File: src/rtl/trainer_pkg.sv
// rtl/trainer_pkg.sv - shared types, constants and gate evaluation for the gate trainer
package trainer_pkg;

    localparam int SIG_W = 16;

    typedef enum logic [2:0] {
        GATE_AND  = 3'd0,
        GATE_OR   = 3'd1,
        GATE_NAND = 3'd2,
        GATE_NOR  = 3'd3,
        GATE_XOR  = 3'd4,
        GATE_XNOR = 3'd5,
        GATE_NOTA = 3'd6,
        GATE_RSVD = 3'd7
    } gate_e;

    typedef enum logic [1:0] {
        IDLE = 2'd0,
        RUN  = 2'd1,
        WAIT = 2'd2,
        DONE = 2'd3
    } state_e;

    // Single-bit evaluation; callers apply it per bit to stay width-agnostic.
    function automatic logic gate_eval(input logic a, input logic b, input logic [2:0] sel);
        case (sel)
            GATE_AND:  return a & b;
            GATE_OR:   return a | b;
            GATE_NAND: return ~(a & b);
            GATE_NOR:  return ~(a | b);
            GATE_XOR:  return a ^ b;
            GATE_XNOR: return ~(a ^ b);
            GATE_NOTA: return ~a;
            default:   return 1'b0;
        endcase
    endfunction

endpackage

File: src/rtl/trainer_gate_alu.sv
// rtl/trainer_gate_alu.sv - combinational bitwise gate evaluator
module trainer_gate_alu
    import trainer_pkg::*;
#(
    parameter int WIDTH = 4
) (
    input  logic [WIDTH-1:0] a,
    input  logic [WIDTH-1:0] b,
    input  logic [2:0]       sel,
    output logic [WIDTH-1:0] y
);

    always_comb begin
        y = '0;
        for (int i = 0; i < WIDTH; i++) begin
            y[i] = gate_eval(a[i], b[i], sel);
        end
    end

endmodule

File: src/rtl/trainer_gate_sequencer.sv
// rtl/trainer_gate_sequencer.sv - manual gate evaluation and paced exhaustive operand sweep
module trainer_gate_sequencer
    import trainer_pkg::*;
#(
    parameter int WIDTH    = 4,
    parameter int STEP_DIV = 1
) (
    input  logic             clk,
    input  logic             rst,
    input  logic             mode,
    input  logic             start,
    input  logic [2:0]       sel,
    input  logic [WIDTH-1:0] a_in,
    input  logic [WIDTH-1:0] b_in,
    output logic [WIDTH-1:0] y,
    output logic [WIDTH-1:0] out_a,
    output logic [WIDTH-1:0] out_b,
    output logic             out_valid,
    input  logic             out_ready,
    output logic             busy,
    output logic             done,
    output logic [SIG_W-1:0] signature
);

    localparam int PACE_W = (STEP_DIV > 1) ? $clog2(STEP_DIV) : 1;
    localparam logic [PACE_W-1:0] PACE_LAST = PACE_W'(STEP_DIV - 1);
    localparam logic [WIDTH-1:0]  CNT_MAX   = '1;

    state_e            state, state_nxt;
    logic [2:0]        sel_q;
    logic [WIDTH-1:0]  cnt_a, cnt_b;
    logic [PACE_W-1:0] pace;
    logic [WIDTH-1:0]  alu_a, alu_b, alu_y;
    logic [2:0]        alu_sel;
    logic              handshake, pace_end, last_vec, idle;

    assign idle      = (state == IDLE);
    assign handshake = out_valid & out_ready;
    assign pace_end  = (pace == PACE_LAST);
    assign last_vec  = (cnt_a == CNT_MAX) && (cnt_b == CNT_MAX);

    // Live switches drive the evaluator only while idle; a sweep uses its own counters and gate.
    assign alu_a   = idle ? a_in : cnt_a;
    assign alu_b   = idle ? b_in : cnt_b;
    assign alu_sel = idle ? sel  : sel_q;

    trainer_gate_alu #(.WIDTH(WIDTH)) u_alu (
        .a   (alu_a),
        .b   (alu_b),
        .sel (alu_sel),
        .y   (alu_y)
    );

    always_ff @(posedge clk) begin
        if (rst) state <= IDLE;
        else     state <= state_nxt;
    end

    always_comb begin
        state_nxt = state;
        case (state)
            IDLE: if (mode && start) state_nxt = RUN;
            RUN:  if (pace_end) state_nxt = WAIT;
            WAIT: if (handshake) state_nxt = last_vec ? DONE : RUN;
            DONE: state_nxt = IDLE;
            default: state_nxt = IDLE;
        endcase
    end

    always_comb begin
        busy = 1'b0;
        done = 1'b0;
        case (state)
            RUN, WAIT: busy = 1'b1;
            DONE:      done = 1'b1;
            default: ;
        endcase
    end

    always_ff @(posedge clk) begin
        if (rst) begin
            y         <= '0;
            out_a     <= '0;
            out_b     <= '0;
            out_valid <= 1'b0;
            signature <= '0;
            sel_q     <= '0;
            cnt_a     <= '0;
            cnt_b     <= '0;
            pace      <= '0;
        end else begin
            case (state)
                IDLE: begin
                    if (!mode) begin
                        y <= alu_y;
                    end else if (start) begin
                        sel_q     <= sel;
                        cnt_a     <= '0;
                        cnt_b     <= '0;
                        pace      <= '0;
                        signature <= '0;
                    end
                end
                RUN: begin
                    if (pace_end) begin
                        out_a     <= cnt_a;
                        out_b     <= cnt_b;
                        y         <= alu_y;
                        out_valid <= 1'b1;
                    end else begin
                        pace <= pace + 1'b1;
                    end
                end
                WAIT: begin
                    if (handshake) begin
                        signature <= {signature[SIG_W-2:0], signature[SIG_W-1]}
                                     ^ {{(SIG_W-WIDTH){1'b0}}, y};
                        out_valid <= 1'b0;
                        pace      <= '0;
                        cnt_b     <= cnt_b + 1'b1;
                        if (cnt_b == CNT_MAX) cnt_a <= cnt_a + 1'b1;
                    end
                end
                default: ;
            endcase
        end
    end

endmodule
File: config.mk
export PLATFORM = sky130hd
export DESIGN_NAME = trainer_gate_sequencer
export DESIGN_NICKNAME = d
export VERILOG_FILES = /design/src/rtl/trainer_pkg.sv /design/src/rtl/trainer_gate_alu.sv /design/src/rtl/trainer_gate_sequencer.sv
export SDC_FILE = /design/constraint.sdc
export NUM_CORES = 1
export LEC_CHECK = 0
export CAP_MARGIN = 5
export CORE_UTILIZATION = 46
export CTS_CLUSTER_DIAMETER = 150
export DETAILED_ROUTE_END_ITERATION = 8
export PLACE_DENSITY = 0.75
export SYNTH_ARGS = -nofsm -noshare
export SYNTH_HDL_FRONTEND = slang
export SYNTH_SLANG_ARGS = --single-unit
export TNS_END_PERCENT = 10
File: constraint.sdc
create_clock -name clk -period 2.15 [get_ports clk]
set_clock_uncertainty 0.05 [all_clocks]
set_input_delay 0.5375 -clock clk [delete_from_list [all_inputs] [get_ports clk]]
set_output_delay 0.5375 -clock clk [all_outputs]
set_load 0.01 [all_outputs]
==> flow_metrics.env, run 1 <==
export IMPL_intPower_uw=2247
export IMPL_cts_made_buffers=5
export IMPL_fin_ws_ps=-1.392
export IMPL_cts_max_path_buffers=2
export IMPL_p_seq_share_pct=25.7
export IMPL_async_flop_share_pct=0
export IMPL_hold_ws_ps=453.4
export IMPL_grt_pass1_vias=1961
export IMPL_crit_family="compound AO/OA/AOI/OAI gates"
export IMPL_synthXorXnorAreaFrac_pct=7.143
export IMPL_clkPwrFrac_pct=13.5
export IMPL_ios=47
export IMPL_critPathMaxFanout=7
export IMPL_grtUsageTotal_pct=22.53
export IMPL_crit_start="state[0]"
export IMPL_rr_endpoint="y[3]"
export IMPL_path_cells="inv_2, ha_4, mux2_4, inv_2, ha_4, xor2_1, a222oi_1, nor4_1, a211o_1"
export IMPL_endpoint_kind="flop"
export IMPL_slew_viol_final=0
export IMPL_ir_drop_uv=709.8
export IMPL_synth_adder_area_share_pct=8.056
export IMPL_swShare_pct=39.86
export IMPL_cts_clk_slew_worst_paths_ps=80
export IMPL_hold_path_end="out_a[1]"
export IMPL_cts_tree="done"
export IMPL_syn_avg_cell_area_sq_um=8.961
export IMPL_synth_compound_area_share_pct=16.43
export IMPL_drtPass1Iterations=4
export IMPL_ant_nets=0
export IMPL_gp_congestion=0.9213
export IMPL_crit_slowest_cell="dfxtp_2"
export IMPL_vias_per_cell=5.332
export IMPL_criticalPathCategory="reg -> reg"
export IMPL_clock_latency_ps=290
export IMPL_fin_nets=354
export IMPL_fillers=364
export IMPL_crit_arrival_ps=2290
export IMPL_grt_max_degree=24
export IMPL_vias=2085
export IMPL_final_layout_size_suffix_gt1_share_pct=19.14
export IMPL_hold_path_class="reg -> reg"
export IMPL_outcome="finished, violations left"
export IMPL_p_leak_uw=0.001340
export IMPL_worst_slew_pin_transition_ps=464.1
export IMPL_initial_utilization_pct=48.68
export IMPL_die_area_sq_mm=0.005353
export IMPL_rows=25
export IMPL_synth_main_ff_cell="dfxtp_1"
export IMPL_routed_wl_mm=5.643
export IMPL_die_h_microns=73.17
export IMPL_synth_warnings=0
export IMPL_maxSlewHeadroom_pct=69.02
export IMPL_die_x_microns=73.17
export IMPL_period_share_pct=100.1
export IMPL_drcViolationCount=0
export IMPL_power_frac_comb_pct=60.8
export IMPL_drtIter0Drc=147
export IMPL_r2r_start="state[0]"
export IMPL_cts_sinks=42
export IMPL_tns_ps=-1.392
export IMPL_netlist_area_sq_mm=0.002330
export IMPL_hp_start="out_a[1]"
export IMPL_power_density_mw_per_mm2=1153
export IMPL_p_sw_uw=1489
export IMPL_grt_pass1_wl_mm=9.232
export IMPL_wl_per_cell_microns=14.43
export IMPL_ys_ff_latch=42
export IMPL_synth_simple_area_share_pct=14.39
export IMPL_finalHoldViolCount=0
export IMPL_fmax_ghz=0.4648
export IMPL_synth_top_family_by_area="compound AO/OA/AOI/OAI gates"
export IMPL_cp_buffers_inverters=2
export IMPL_required_ps=2290
export IMPL_rsz0062_at_grt="true"
export IMPL_setup_viol=1
export IMPL_r2r_slack_ps=-1
export IMPL_synth_distinct_cells=42
export IMPL_cts_root_buffer="clkbuf_8"
export IMPL_r2r_cells=9
export IMPL_area_growth_pct=39.04
export IMPL_max_cap_violations=0
export IMPL_grt_overflow=0
export IMPL_startpoint_type="flop"
export IMPL_syn_num_nets=291
export IMPL_htree_levels=2
export IMPL_yosysSeqAreaShare_pct=36.09
export IMPL_fin_crit_ps=2151
export IMPL_port_buffers=46
export IMPL_final_common_cell="clkdlybuf4s50_1"
export IMPL_whs_path_depth=2
export IMPL_max_stage_delay_ps=330
export IMPL_synthMuxAreaShare_pct=11.65
export IMPL_violations="setup timing"
export IMPL_core_sq_mm=0.004786
export IMPL_most_common_layout_cells="clkdlybuf4s50_1, nor2_1, dfxtp_1"
export IMPL_synth_edf_count=0
export IMPL_dpl_hpwl_mm=3.997
export IMPL_antenna_cells=0
export IMPL_syn_inst=260
export IMPL_antenna_found_initial=0
==> how the worst max path moves through the flow <==
stage	end	slack, ps	cells after the start
6_report	y[3]	-1	9
4_1_cts	y[3]	-10	10
3_3_place_gp	y[3]	-290	8
2_1_floorplan	y[3]	-20	10
5_1_grt	y[1]	-140	10
3_5_place_dp	y[1]	-320	8
==> Yosys cell counts (2+ instances only) <==
cell type	n	area [sq um]
buf_6	2	22.52
o21ai_0	7	35.03
nand3b_1	2	15.01
buf_1	3	11.26
nor4_1	2	12.51
a21oi_1	10	50.05
inv_1	16	60.06
xnor2_1	5	43.79
a22oi_1	18	135.1
buf_2	8	40.04
o22ai_1	2	12.51
nand2b_1	2	12.51
mux2i_1	19	190.2
nand3_1	6	30.03
xor2_1	14	122.6
and3_1	2	12.51
ha_1	15	187.7
mux2_2	4	45.04
a222oi_1	3	30.03
dfxtp_1	42	840.8
nor2b_1	3	18.77
nor3_1	6	30.03
a211o_1	3	26.28
nand2_1	7	26.28
nor2_1	42	157.7
==> tightest hold or removal path, cell delays in order (launching register included) <==
cell	delay [ps]
dfxtp_1	330
mux2i_1	70
nor2_1	70
==> cell families after synthesis <==
family / after synthesis
simple gates: 75
compound gates: 53
flops: 42
buf+inv: 31
mux: 25
xor+xnor: 19
fa+ha+maj: 15
==> final cells by class <==
class | instances | area [sq um] | area share [%]
Multi-Input combinational cell | 187 | 1478 | 45.62
Sequential cell | 42 | 843.3 | 26.03
Timing Repair Buffer | 71 | 688.2 | 21.24
Tap cell | 67 | 83.83 | 2.588
Clock buffer | 6 | 72.57 | 2.240
Inverter | 16 | 60.06 | 1.854
Clock inverter | 2 | 13.76 | 0.4249
==> state kept, by name (all words and copies together), names as in the netlist <==
signal,cells
out_valid,1
cnt_a,4
signature,16
state,2
out_a,4
cnt_b,4
y,4
sel_q,3
out_b,4
==> power by group through the flow <==
stage | registers, uW | logic [uW] | clock network [uW]
global route | 975 | 2450 | 547
CTS | 961 | 2160 | 521
finish | 962 | 2270 | 503
detailed placement | 972 | 1910 | 0
floorplan | 974 | 1310 | 0
global placement | 968 | 1860 | 0
==> what timing repair did <==
action | in CTS | in global routing
endpoints found under the setup margin | 4 | 4
cloned | 0 | 0
pin swaps | 6 | 8
gates resized for setup | 19 | 9
buffers inserted | 1 | 0
hold buffers | 0 | 0
==> layer usage <==
metal  global-route usage, %  vias up  routed length (microns)
li1                        -     1033                        -
met1                   27.57      996                     2497
met5                       0        -                        0
met4                   6.972        0                       87
met2                   39.61       48                     2871
met3                   4.420        8                      186
==> through the flow <==
stage               util, %  cells  power, uW  setup WS [ps]  instance area [sq um]
floorplan                 -    260       2282         -24.92                   2344
global placement      62.72    382       2833         -292.4                   3002
detailed placement    62.72    382       2886         -324.2                   3002
CTS                   66.95    391       3645         -12.57                   3204
global route          67.69    391       3973         -140.8                   3239
finish                67.69    391       3736         -1.392                   3239
Power figures use the tool's default switching activity.
==> inputs of run 2 (changes only) <==
Settings changed: SLEW_MARGIN set to 25.
==> results of run 2 <==
Final layout, timing and power as in run 1 (identical DEF).
